--- config.mk ---
export PLATFORM = sky130hd
export DESIGN_NAME = led_cmd_ctrl
export DESIGN_NICKNAME = d
export VERILOG_FILES = /design/src/rtl/led_cmd_ctrl.sv
export SDC_FILE = /design/constraint.sdc
export NUM_CORES = 1
export LEC_CHECK = 0
export CELL_PAD_IN_SITES_DETAIL_PLACEMENT = 1
export CELL_PAD_IN_SITES_GLOBAL_PLACEMENT = 1
export CORE_MARGIN = 2
export CORE_UTILIZATION = 45
export CTS_CLUSTER_DIAMETER = 200
export DETAILED_ROUTE_END_ITERATION = 8
export PLACE_DENSITY = 0.89
export REMOVE_ABC_BUFFERS = 1
export SETUP_SLACK_MARGIN = 0.2
export SLEW_MARGIN = 20
export SYNTH_ARGS = -nofsm -noshare
export SYNTH_HDL_FRONTEND = slang
export SYNTH_SLANG_ARGS = --single-unit
--- constraint.sdc ---
create_clock -name sysclk -period 5.9 [get_ports sysclk]
set_clock_uncertainty 0.05 [all_clocks]
set_input_delay 0.885 -clock sysclk [delete_from_list [all_inputs] [get_ports sysclk]]
set_output_delay 0.885 -clock sysclk [all_outputs]
set_load 0.01 [all_outputs]
--- src/rtl/led_cmd_ctrl.sv ---
// led_cmd_ctrl -- command executor between a SPI frame decoder and a PWM bank.
// Decoded frames are queued in a small FIFO; a three-state FSM pops one frame
// at a time, updates the LED brightness registers or builds a read response,
// and holds that response until the SPI slave acknowledges it.
//
// Ports
//   sysclk        sole clock, rising edge
//   rst           synchronous active-high reset
//   i_rx_dv       one-cycle pulse: i_cmd/i_addr/i_payload hold a decoded frame
//   i_cmd         command (0 NOP, 1 LED_SET, 2 LED_READ, others illegal)
//   i_addr        LED index
//   i_payload     payload; brightness is payload[7:1]
//   i_tx_ack      SPI slave has taken o_tx_frame
//   o_tx_valid    response frame pending
//   o_tx_frame    response {cmd, addr, payload}
//   o_brightness  flat brightness bus, LED n at [7n+6:7n]
//   o_fifo_full   command queue full
//   o_err_cnt     saturating count of illegal commands / addresses
//   o_drop_cnt    saturating count of frames dropped on a full queue
module led_cmd_ctrl #(
  parameter int CMD_W      = 4,
  parameter int ADDR_W     = 4,
  parameter int PAYLOAD_W  = 8,
  parameter int NUM_LEDS   = 8,
  parameter int FIFO_DEPTH = 4
) (
  input  logic                                sysclk,
  input  logic                                rst,
  input  logic                                i_rx_dv,
  input  logic [CMD_W-1:0]                    i_cmd,
  input  logic [ADDR_W-1:0]                   i_addr,
  input  logic [PAYLOAD_W-1:0]                i_payload,
  input  logic                                i_tx_ack,
  output logic                                o_tx_valid,
  output logic [CMD_W+ADDR_W+PAYLOAD_W-1:0]   o_tx_frame,
  output logic [NUM_LEDS*7-1:0]               o_brightness,
  output logic                                o_fifo_full,
  output logic [7:0]                          o_err_cnt,
  output logic [7:0]                          o_drop_cnt
);

  localparam int FRAME_W = CMD_W + ADDR_W + PAYLOAD_W;
  localparam int PW      = (FIFO_DEPTH > 1) ? $clog2(FIFO_DEPTH) : 1;
  localparam int CW      = $clog2(FIFO_DEPTH + 1);
  localparam int LW      = (NUM_LEDS > 1) ? $clog2(NUM_LEDS) : 1;

  localparam logic [CMD_W-1:0] CMD_NOP  = CMD_W'(0);
  localparam logic [CMD_W-1:0] CMD_SET  = CMD_W'(1);
  localparam logic [CMD_W-1:0] CMD_READ = CMD_W'(2);

  typedef enum logic [1:0] {S_IDLE, S_EXEC, S_RESP} state_t;

  // ---------------- command queue ----------------
  logic [FRAME_W-1:0] r_mem [FIFO_DEPTH];
  logic [PW-1:0]      r_wr_ptr, r_rd_ptr;
  logic [CW-1:0]      r_count;
  logic [7:0]         r_drop_cnt;
  state_t             r_state;

  logic w_empty, w_full, w_pop, w_push, w_drop;

  assign w_empty = (r_count == '0);
  assign w_full  = (r_count == CW'(FIFO_DEPTH));
  assign w_pop   = (r_state == S_IDLE) && !w_empty;
  // A full queue still accepts a frame when the head leaves on the same edge.
  assign w_push  = i_rx_dv && (!w_full || w_pop);
  assign w_drop  = i_rx_dv && w_full && !w_pop;

  always_ff @(posedge sysclk) begin
    if (w_push && !rst) r_mem[r_wr_ptr] <= {i_cmd, i_addr, i_payload};
  end

  always_ff @(posedge sysclk) begin
    if (rst) begin
      r_wr_ptr   <= '0;
      r_rd_ptr   <= '0;
      r_count    <= '0;
      r_drop_cnt <= '0;
    end else begin
      if (w_push) r_wr_ptr <= r_wr_ptr + 1'b1;
      if (w_pop)  r_rd_ptr <= r_rd_ptr + 1'b1;
      case ({w_push, w_pop})
        2'b10:   r_count <= r_count + 1'b1;
        2'b01:   r_count <= r_count - 1'b1;
        default: ;
      endcase
      if (w_drop && r_drop_cnt != 8'hFF) r_drop_cnt <= r_drop_cnt + 1'b1;
    end
  end

  // ---------------- executor FSM ----------------
  logic [CMD_W-1:0]               r_cmd;
  logic [ADDR_W-1:0]              r_addr;
  logic [PAYLOAD_W-1:0]           r_payload;
  logic [NUM_LEDS-1:0][6:0]       r_bright;
  logic                           r_tx_valid;
  logic [FRAME_W-1:0]             r_tx_frame;
  logic [7:0]                     r_err_cnt;

  logic                 w_addr_ok;
  logic [LW-1:0]        w_led;
  logic [PAYLOAD_W-1:0] w_rd_pay;
  logic [7:0]           w_err_inc;
  logic                 w_unused;

  assign w_addr_ok = 32'(r_addr) < NUM_LEDS;
  assign w_led     = r_addr[LW-1:0];
  assign w_rd_pay  = PAYLOAD_W'({r_bright[w_led], 1'b0});
  assign w_err_inc = (r_err_cnt == 8'hFF) ? r_err_cnt : r_err_cnt + 1'b1;
  // Payload bit 0 carries no brightness information.
  assign w_unused  = r_payload[0];

  always_ff @(posedge sysclk) begin
    if (rst) begin
      r_state    <= S_IDLE;
      r_cmd      <= '0;
      r_addr     <= '0;
      r_payload  <= '0;
      r_bright   <= '0;
      r_tx_valid <= 1'b0;
      r_tx_frame <= '0;
      r_err_cnt  <= '0;
    end else begin
      case (r_state)
        S_IDLE: begin
          if (w_pop) begin
            {r_cmd, r_addr, r_payload} <= r_mem[r_rd_ptr];
            r_state <= S_EXEC;
          end
        end
        S_EXEC: begin
          r_state <= S_IDLE;
          case (r_cmd)
            CMD_NOP: ;
            CMD_SET: begin
              if (w_addr_ok) r_bright[w_led] <= r_payload[7:1];
              else           r_err_cnt       <= w_err_inc;
            end
            CMD_READ: begin
              r_tx_valid <= 1'b1;
              r_state    <= S_RESP;
              if (w_addr_ok) begin
                r_tx_frame <= {r_cmd, r_addr, w_rd_pay};
              end else begin
                r_tx_frame <= {r_cmd, r_addr, {PAYLOAD_W{1'b1}}};
                r_err_cnt  <= w_err_inc;
              end
            end
            default: r_err_cnt <= w_err_inc;
          endcase
        end
        S_RESP: begin
          if (i_tx_ack) begin
            r_tx_valid <= 1'b0;
            r_state    <= S_IDLE;
          end
        end
        default: r_state <= S_IDLE;
      endcase
    end
  end

  assign o_tx_valid   = r_tx_valid;
  assign o_tx_frame   = r_tx_frame;
  assign o_brightness = r_bright;
  assign o_fifo_full  = w_full;
  assign o_err_cnt    = r_err_cnt;
  assign o_drop_cnt   = r_drop_cnt;

endmodule

==> summary.txt <==
CP max stage delay = 0.56 ns
Logic pwr share = 0.188
Worst R2R Setup Slack = 3.38 ns
Mapped Cells = 593
Sw Pwr = 0.0009869 W
Setup-failing EPs final = 0
# diodes = 0
Total CTS buffers = 17
Total Routed Length = 17.95 mm
Die Wd = 130.3 µm
Clock network power share = 0.336
Post-synthesis adder-cell area fraction = 0.01324
Clk Latency, worst-skew pair = 0.42 ns
Synth Area in Compound Gates = 0.04390
Tightest Pin Transition = 0.8412 ns
WHS = 0.4295 ns
CP Capture Type = output port
Worst hold path cell count = 2
Crit path max fanout = 5
Post-synth cell types = 49
Peak supply drop = 0.0002244 V
Startpoint types = flip-flop
Post-synth EDFFs = 60
Period utilisation layout = 0.4862
First drt pass iteration count = 4
Synth area leader = dfxtp_1
Arr. time, crit path = 1.93 ns
CP max stage cell = clkdlybuf4s50_1
XOR/XNOR Fraction of Synth Area = 0.007317
Multiplexer area fraction after synthesis = 0.1965
Synth warnings = 0
Top-area cell type share of the netlist area = 0.3122
GRT overflow = 0
Hold Buf Count CTS = 0
Full die area = 0.01699 mm²
P_leak = 3.134 nW
Core area = 0.01571 mm²
# port buffers = 108
Worst hold path type = reg -> reg
Clk root buf = clkbuf_16
Setup TNS = 0 ns
Multi-input gate area = 0.002878 mm²
Synth Flop Type = dfxtp_1
Switching fraction of total power = 0.3088
Postcts setup bufs = 0
Detailed-route wire length per cell = 19.87 µm
PwrDens = 359.3 mW/mm²
Final RePlAce weighted congestion = 0.7938
Initial Util = 0.4571
RSZ-0062 raised after global routing = false
Clock transition at the registers of the reported paths = 0.06 ns
Initial antenna violation count = 0
Worst-path cell chain = or3b_1 -> inv_1 -> clkdlybuf4s50_1
GRT Util Overall = 0.2231
Min-delay src = o_tx_frame[13]$_SDFFE_PP0N_
Post-Synthesis Cell Area = 0.007182 mm²
Vias/cell = 5.364
Die Height = 130.3 µm
Synth area leaders = dfxtp_1 (31%), edfxtp_1 (25%), mux2i_1 (9.6%)
CTS tree = done
CTS Buffer Depth = 2
H-tree depth = 4
Final hold vios = 0
Int Pwr = 0.002209 W
Status = finished clean
F_max = 348.6 MHz
WS Path Type = reg -> out
Max Cap Viol = 0
Post-synthesis sequential area ratio = 0.5631
Critical Path RT = 4.97 ns
Final period demand of the worst path = 2.869 ns
Fin. max-slew vios = 0
Layout Nets = 701
FFs w/ async S/R, synth = 0
# rows = 46
Synthesized flop and latch total = 172
I/O pin count = 110
Crit. Startpoint = r_count[2]$_SDFFE_PP0P_
Vias in the first global route = 5389
Main combinational cell family by area after synthesis = multiplexers
Synth-to-Final Area Change = 23.85%
Total number of vias = 4844
Register Area = 0.004046 mm²
R2R Path Start = r_state[0]$_SDFFE_PP0P_
Fraction of layout cells with a size suffix above 1 = 0.1208
Iter 0 DRT Violations = 224
R2r worst-path depth = 4
Simple logic cell fraction of the synthesized area = 0.1366
Avg Inst Size Synth = 12.11 µm²
Slew margin rel. = 0.4392
Hpwl dp = 12.50 mm
First-pass GRT wire length = 28.48 mm
Largest net degree at the start of global routing = 65
Post-CTS sizing = 0
Remaining antenna violation count = 0
DRC violations left = 0
Number of fill cells in the layout = 1603
Clock Sinks = 172
Reg power frac = 0.476
==> synth_stat cells (all sizes together), types with 5 or more instances <==
master / instances
and2: 5
dfxtp: 112
clkbuf: 30
nor2: 93
mux2i: 69
or4: 9
inv: 11
mux4: 29
nand3: 8
mux2: 6
buf: 19
a211oi: 9
nor2b: 5
nand2b: 5
nand2: 37
edfxtp: 60
nor4: 7
a21oi: 26
ha: 6
==> logic make-up (layout without fill, tap and decap cells) <==
| kind of cell | count (synthesis) | after routing |
|---|---|---|
| AND/OR/NAND/NOR | 193 | 193 |
| buffers and inverters | 60 | 154 |
| XOR/XNOR | 6 | 6 |
| adder cells (fa/ha/maj) | 7 | 7 |
| AO/OA/AOI/OAI | 51 | 51 |
| flip-flops | 172 | 172 |
| multiplexers | 104 | 104 |
==> final timing paths <==
check | endpoint
worst max register to register | o_tx_frame[6]$_SDFFE_PP0N_
worst min-delay path | o_tx_frame[13]$_SDFFE_PP0N_
worst max-delay path | o_fifo_full
worst min register to register | o_tx_frame[13]$_SDFFE_PP0N_
==> flip-flops by register name, indices dropped and copies added (netlist names) <==
| name | flops |
|---|---|
| o_brightness | 56 |
| r_count | 3 |
| r_wr_ptr | 2 |
| r_payload | 7 |
| o_tx_frame | 15 |
| r_addr | 4 |
| o_drop_cnt | 8 |
| r_mem | 60 |
| r_cmd | 4 |
| r_state | 2 |
| r_rd_ptr | 2 |
| o_err_cnt | 8 |
| o_tx_valid | 1 |
==> stage by stage <==
stage	utilization	total power, W	std cells	setup WS (ns)	cell area (µm²)
floorplan	-	0.001891	544	2.829	6940
global placement	0.5297	0.002084	871	2.801	8323
detailed placement	0.5297	0.002146	871	2.566	8323
CTS	0.5652	0.003210	903	3.021	8881
global route	0.5661	0.003348	903	2.857	8895
finish	0.5661	0.003196	903	3.031	8895
==> area by class of cell <==
| cell class | instances | share of cell area |
|---|---|---|
| Multi-Input combinational cell | 361 | 0.3235 |
| Timing Repair Buffer | 111 | 0.1238 |
| Clock inverter | 14 | 0.01449 |
| Sequential cell | 172 | 0.4549 |
| Inverter | 11 | 0.004642 |
| Tap cell | 216 | 0.03038 |
| Clock buffer | 18 | 0.04825 |
==> critical path, delay by kind of cell (launching register included) <==
family | cells | cell delay, ns
buffers and inverters | 2 | 0.67
DFF | 1 | 0.37
and+or+nand+nor | 1 | 0.47
==> cells in the final DEF, fill, tap and decap left out, types with 11 or more instances in the layout <==
cell type | netlist | final
nor2_1 | 93 | 92
a21oi_1 | 26 | 26
dfxtp_1 | 112 | 110
mux4_2 | 29 | 29
inv_1 | 11 | 11
clkdlybuf4s50_1 | 0 | 107
edfxtp_1 | 60 | 60
clkbuf_16 | 0 | 17
mux2i_1 | 69 | 69
nand2_1 | 37 | 37
==> power by group through the flow <==
stage               combinational, W  clock [W]  sequential [W]
finish                      0.000600    0.00107         0.00152
global route                0.000657    0.00114         0.00155
CTS                         0.000601    0.00109         0.00152
detailed placement          0.000598          0         0.00155
global placement            0.000557          0         0.00153
floorplan                   0.000404          0         0.00149
==> layer usage <==
layer | global-route usage | wire [µm]
met3 | 0.04797 | 683
met4 | 0.08135 | 391
met5 | 0 | 0
met2 | 0.4041 | 9412
met1 | 0.2609 | 7458
No activity file was read; power rests on OpenSTA's default activity.
==> edit 1: new RTL, same flow settings <==
`CMD_W`: 4 -> 5.
--- a/src/rtl/led_cmd_ctrl.sv
+++ b/src/rtl/led_cmd_ctrl.sv
@@ -20,3 +20,3 @@
 module led_cmd_ctrl #(
-  parameter int CMD_W      = 4,
+  parameter int CMD_W      = 5,
   parameter int ADDR_W     = 4,
Ports: changed (resized i_cmd and o_tx_frame); port bits go from 110 to 112. The function was not compared with the original's and may differ.
==> edit 1 against the unedited design <==
  * Power rose by 7.2%
  * Setup slack better by 150 ps
  * Cell area up 3.0%
  * Wire length increased by 11%
  * Sequential cell count increased by 6
  * Fmax up 5.4%
  * Via count increased by 7.1%
  * Area after synthesis is 3.4% higher
  * Largest cell class unchanged
  * Highest routed layer unchanged
==> edit 1: results (changes against the unedited design) <==
* Worst relative slew slack at 36.9% (-7.1 points)
* Iteration-0 DRC Markers at 321 (+43%)
* Clock Sink Count at 178 (+3.5%)
* Wl on met1 at 8.10 mm (+8.6%)
* Met2 WL at 10.6 mm (+12%)
* Root Buffer: clkbuf_16
* Fin area at 9160 sq um (+3.0%)
* Pre-CTS WS at 2790 ps (+229 ps)
* Multiplexer share of the synthesized area at 18.2% (-1.5 points)
* Post-Place Cells at 900 (+3.3%)
* Vias per cell at 5.57 (+3.8%)
* Final wirelength at 19.9 mm (+11%)
* Routability cong. at 0.787 (-0.89%)
* Synth Area in Compound Gates at 5.26% (+0.87 points)
* Top cells by area, synth: dfxtp_1 (31%), edfxtp_1 (26%), mux4_2 (9.1%), mux2i_1 (8.5%), nor2_1 (3.7%)
* Antenna diode count at 0 (unchanged)
* Met2 Use GR at 42.1% (+1.7 points)
* Tot GR Track Use at 23.4% (+1.1 points)
* Largest net degree at the start of global routing at 93 (+43%)
* Max FFs per register at 64 (+6.7%)
* Commonest cells post-synth: dfxtp_1 (114), nor2_1 (73), edfxtp_1 (64), mux2i_1 (63), nand2_1 (49)
* Crit path arrival time at 1790 ps (-140 ps)
* Post-synthesis cell count at 620 (+4.6%)
* First-pass GRT wire length at 31.5 mm (+11%)
* # port buffers at 110 (+1.9%)
* Post-DP HPWL at 13.3 mm (+6.0%)
* Inserted Clock Buffers at 17 (unchanged)
* XOR/XNOR share of the synthesized area at 0.354% (-0.38 points)
* Post-synthesis cell type count at 53 (+8.2%)
* Critical path's largest stage delay at 600 ps (+40 ps)
* Largest Register: r_mem
* Layout cell share with drive strength beyond 1 at 11.3% (-0.77 points)
* Vias in the first global route at 5,607 (+4.0%)
* Met1 Resource Use GR at 27.1% (+0.99 points)
* NumNets Final at 731 (+4.3%)
* DP Area at 8590 sq um (+3.2%)
* Adder-Cell Fraction of Synth Area at 1.28% (-0.044 points)
* Status: completed
* Met3 Usage GRT at 4.41% (-0.39 points)
* Pleak at 3.37 nW (+7.4%)
* # fillers at 1,624 (+1.3%)
* Post-synthesis sequential area ratio at 56.6% (+0.31 points)
* WL met3 at 614 microns (-10%)
* Critical-path maximum fanout at 6 (+1)
* Setup bufs post-CTS at 0 (unchanged)
* Final std cells w/o fill at 932 (+3.2%)
* EDFF count, synth at 64 (+6.7%)
* Peak supply drop at 0.000228 V (+1.8%)
[edit 1: changes by cell type in the layout (fill, tap and decap cells not counted), sizes merged, moves of 4 or more]
cell / delta
and3: +4
nor3: +4
a21oi: +10
nand2: +12
nor2: -19
mux2i: -6
edfxtp: +4
nand2b: +9
nand4b: +7
inv: +4
o21ai: +5
[edit 1: power breakdown]
| part | switching (W) | total, W | internal, W |
|---|---|---|---|
| clock network | 0.000512 | 0.00111 | 0.000602 |
| registers | 0.000197 | 0.00157 | 0.00138 |
| logic | 0.000421 | 0.000740 | 0.000319 |
[edit 1: layout make-up]
cell class / count / area share [%]
clock inverters: 13 / 1.38
flip-flops and latches: 178 / 45.9
well taps: 216 / 2.95
repair buffers: 114 / 12.3
clock buffers: 19 / 4.83
inverters: 9 / 0.369
multi-input cells: 383 / 32.3
[edit 1: worst paths after layout]
path              cells after the start                       endpoint                     from  slack (ps)
setup / recovery                      2                    o_fifo_full  r_count[2]$_SDFFE_PP0P_        3180
hold / removal                        2          r_cmd[2]$_SDFFE_PP0P_    r_cmd[2]$_SDFFE_PP0P_         420
setup reg to reg                      4  o_brightness[31]$_SDFFE_PP0P_   r_addr[2]$_SDFFE_PP0P_        3490
hold reg to reg                       2          r_cmd[2]$_SDFFE_PP0P_    r_cmd[2]$_SDFFE_PP0P_         420
[edit 1: logic make-up (layout without fill, tap and decap cells)]
kind of cell | Yosys count | count (layout)
multiplexers | 97 | 97
AO/OA/AOI/OAI | 65 | 65
flip-flops | 178 | 178
XOR/XNOR | 3 | 3
buffers and inverters | 59 | 155
adder cells (fa/ha/maj) | 7 | 7
AND/OR/NAND/NOR | 211 | 211
[edit 1: worst min-delay path: cells and delay by family (launching register included)]
family	cells	cell delay (ps)
AOI/OAI and AO/OA	1	50
DFF	1	320
and+or+nand+nor	1	50
==> edit 2: new RTL, same flow settings <==
Made on the original files. Re-encode `state_t` (3 states) as one-hot, 3 bits wide.
--- a/src/rtl/led_cmd_ctrl.sv
+++ b/src/rtl/led_cmd_ctrl.sv
@@ -50,3 +50,3 @@
 
-  typedef enum logic [1:0] {S_IDLE, S_EXEC, S_RESP} state_t;
+  typedef enum logic [2:0] {S_IDLE = 3'b001, S_EXEC = 3'b010, S_RESP = 3'b100} state_t;
 
Check against the original RTL: no difference found for any inputs over 4 cycles, from zero or initial values and one cycle with rst high; so few cycles prove little.
==> edit 2 against the unedited design <==
  * Sequential cell count increased by 1
  * Worst hold slack lost 23 ps
  * Clock power grew 13%
  * Setup slack lost 49 ps
  * Cell area increased by 0.52%
  * Wire length up 1.9%
  * Non-clock buffer count stayed put
  * Critical endpoint is now o_err_cnt[4]$_SDFFE_PP0P_
  * Area after synthesis is 0.80% lower
  * First-iteration DRC count grew 32%
  * Power is 2.5% higher
==> edit 2: results (changes against the unedited design) <==
* Pleak at 3.37 nW (+7.6%)
* Peak supply drop at 0.000250 V (+11%)
* Met2 Use GR at 39.6% (-0.80 points)
* Met3 Usage GRT at 4.14% (-0.66 points)
* Final wirelength at 18.3 mm (+1.9%)
* Clock transition at the registers of the reported paths at 60 ps (about the same)
* Antenna diode count at 0 (unchanged)
* Largest Register: r_mem
* Routability cong. at 0.798 (+0.50%)
* Post-synthesis cell type count at 54 (+10%)
* Iteration-0 DRC Markers at 295 (+32%)
* CTS Hold Buffers Added at 0 (unchanged)
* Delay-heaviest family, CP: simple AND/OR/NAND/NOR gates
* Root Buffer: clkbuf_16
* Status: completed
* Worst-Margin Slew at 1090 ps (+252 ps)
* Hold_ws at 407 ps (-23.0 ps)
* Vias in the first global route at 5,324 (-1.2%)
* First-pass GRT wire length at 29.0 mm (+1.7%)
* DR WL/cell at 20.2 microns (+1.4%)
* Layout cell share with drive strength beyond 1 at 11.8% (-0.30 points)
* CP max-delay cell: nor3b_2
* First-pass DRT Iterations at 6 (+2)
* Pre-CTS WS at 2650 ps (+85.3 ps)
* NumNets Final at 710 (+1.3%)
* Max FFs per register at 60 (unchanged)
* FMAX at 343 MHz (-1.7%)
* Post-Place Cells at 875 (+0.46%)
* Tot GR Track Use at 22.6% (+0.33 points)
* Post-synthesis sequential area ratio at 57.0% (+0.74 points)
* DP Area at 8300 sq um (-0.24%)
* Critical path's largest stage delay at 890 ps (+330 ps)
* Largest net degree at the start of global routing at 76 (+17%)
* Top cells by area, synth: dfxtp_1 (32%), edfxtp_1 (25%), mux4_2 (9.2%), mux2i_1 (8.1%), nor2_1 (4.4%)
* Mean post-synth cell area at 12.0 sq um (-1.3%)
* Commonest cells post-synth: dfxtp_1 (113), nor2_1 (84), edfxtp_1 (60), mux2i_1 (58), nand2_1 (43)
* Vias per cell at 5.57 (+3.9%)
* # fillers at 1,577 (-1.6%)
* Switch share at 28.8% (-2.1 points)
* Critical-path maximum fanout at 15 (+10)
* Post-DP HPWL at 12.4 mm (-0.60%)
* Skew-Pair Late Insertion Delay at 430 ps
* Met1 Resource Use GR at 27.5% (+1.4 points)
==> edit 2: changes by cell type in the layout (fill, tap and decap cells not counted), sizes merged, moves of 8 or more <==
cell / before / now
a211oi: 9 / 1
mux2i: 69 / 58
nand4: 0 / 10
nor2: 93 / 85
nor3: 2 / 12
==> edit 2: path summary, 6_finish.rpt <==
check | cells after the start | endpoint | slack [ps] | startpoint
setup / recovery | 4 | o_err_cnt[4]$_SDFFE_PP0P_ | 2980 | r_state[1]$_SDFFE_PP0P_
hold / removal | 2 | r_addr[0]$_SDFFE_PP0P_ | 410 | r_addr[0]$_SDFFE_PP0P_
setup reg to reg | 4 | o_err_cnt[4]$_SDFFE_PP0P_ | 2980 | r_state[1]$_SDFFE_PP0P_
hold reg to reg | 2 | r_addr[0]$_SDFFE_PP0P_ | 410 | r_addr[0]$_SDFFE_PP0P_
==> edit 2: final cells by class <==
type,count,area [sq um],share of cell area (%)
sequential,173,4070,45.5
multi-input combinational,369,2830,31.7
timing repair buffer,111,1100,12.3
clock buffer,19,443,4.95
tap,211,264,2.95
clock inverter,13,194,2.17
inverter,11,42.5,0.476
==> edit 2: cells by family after synthesis <==
kind of cell    share of synthesized area (%)
compound gates                           5.37
mux                                      17.9
xor+xnor                                0.615
fa+ha+maj                                1.33
simple gates                             14.5
buf+inv                                  3.28
flops                                    57.0
==> edit 2: power groups by stage <==
stage	registers (W)	clock network [W]	logic (W)
after floorplan	0.00149	0	0.000386
after global placement	0.00148	0	0.000544
after detailed placement	0.00150	0	0.000580
after CTS	0.00148	0.00123	0.000590
after global routing	0.00150	0.00127	0.000639
final	0.00148	0.00121	0.000585
==> edit 2: metal layers <==
layer	part of all wire, %	wire length (microns)	vias to the layer above
met5	0	0	-
met1	43	7810	2562
met2	52	9500	125
li1	-	-	2333
met4	2.4	436	0
met3	3.0	542	33
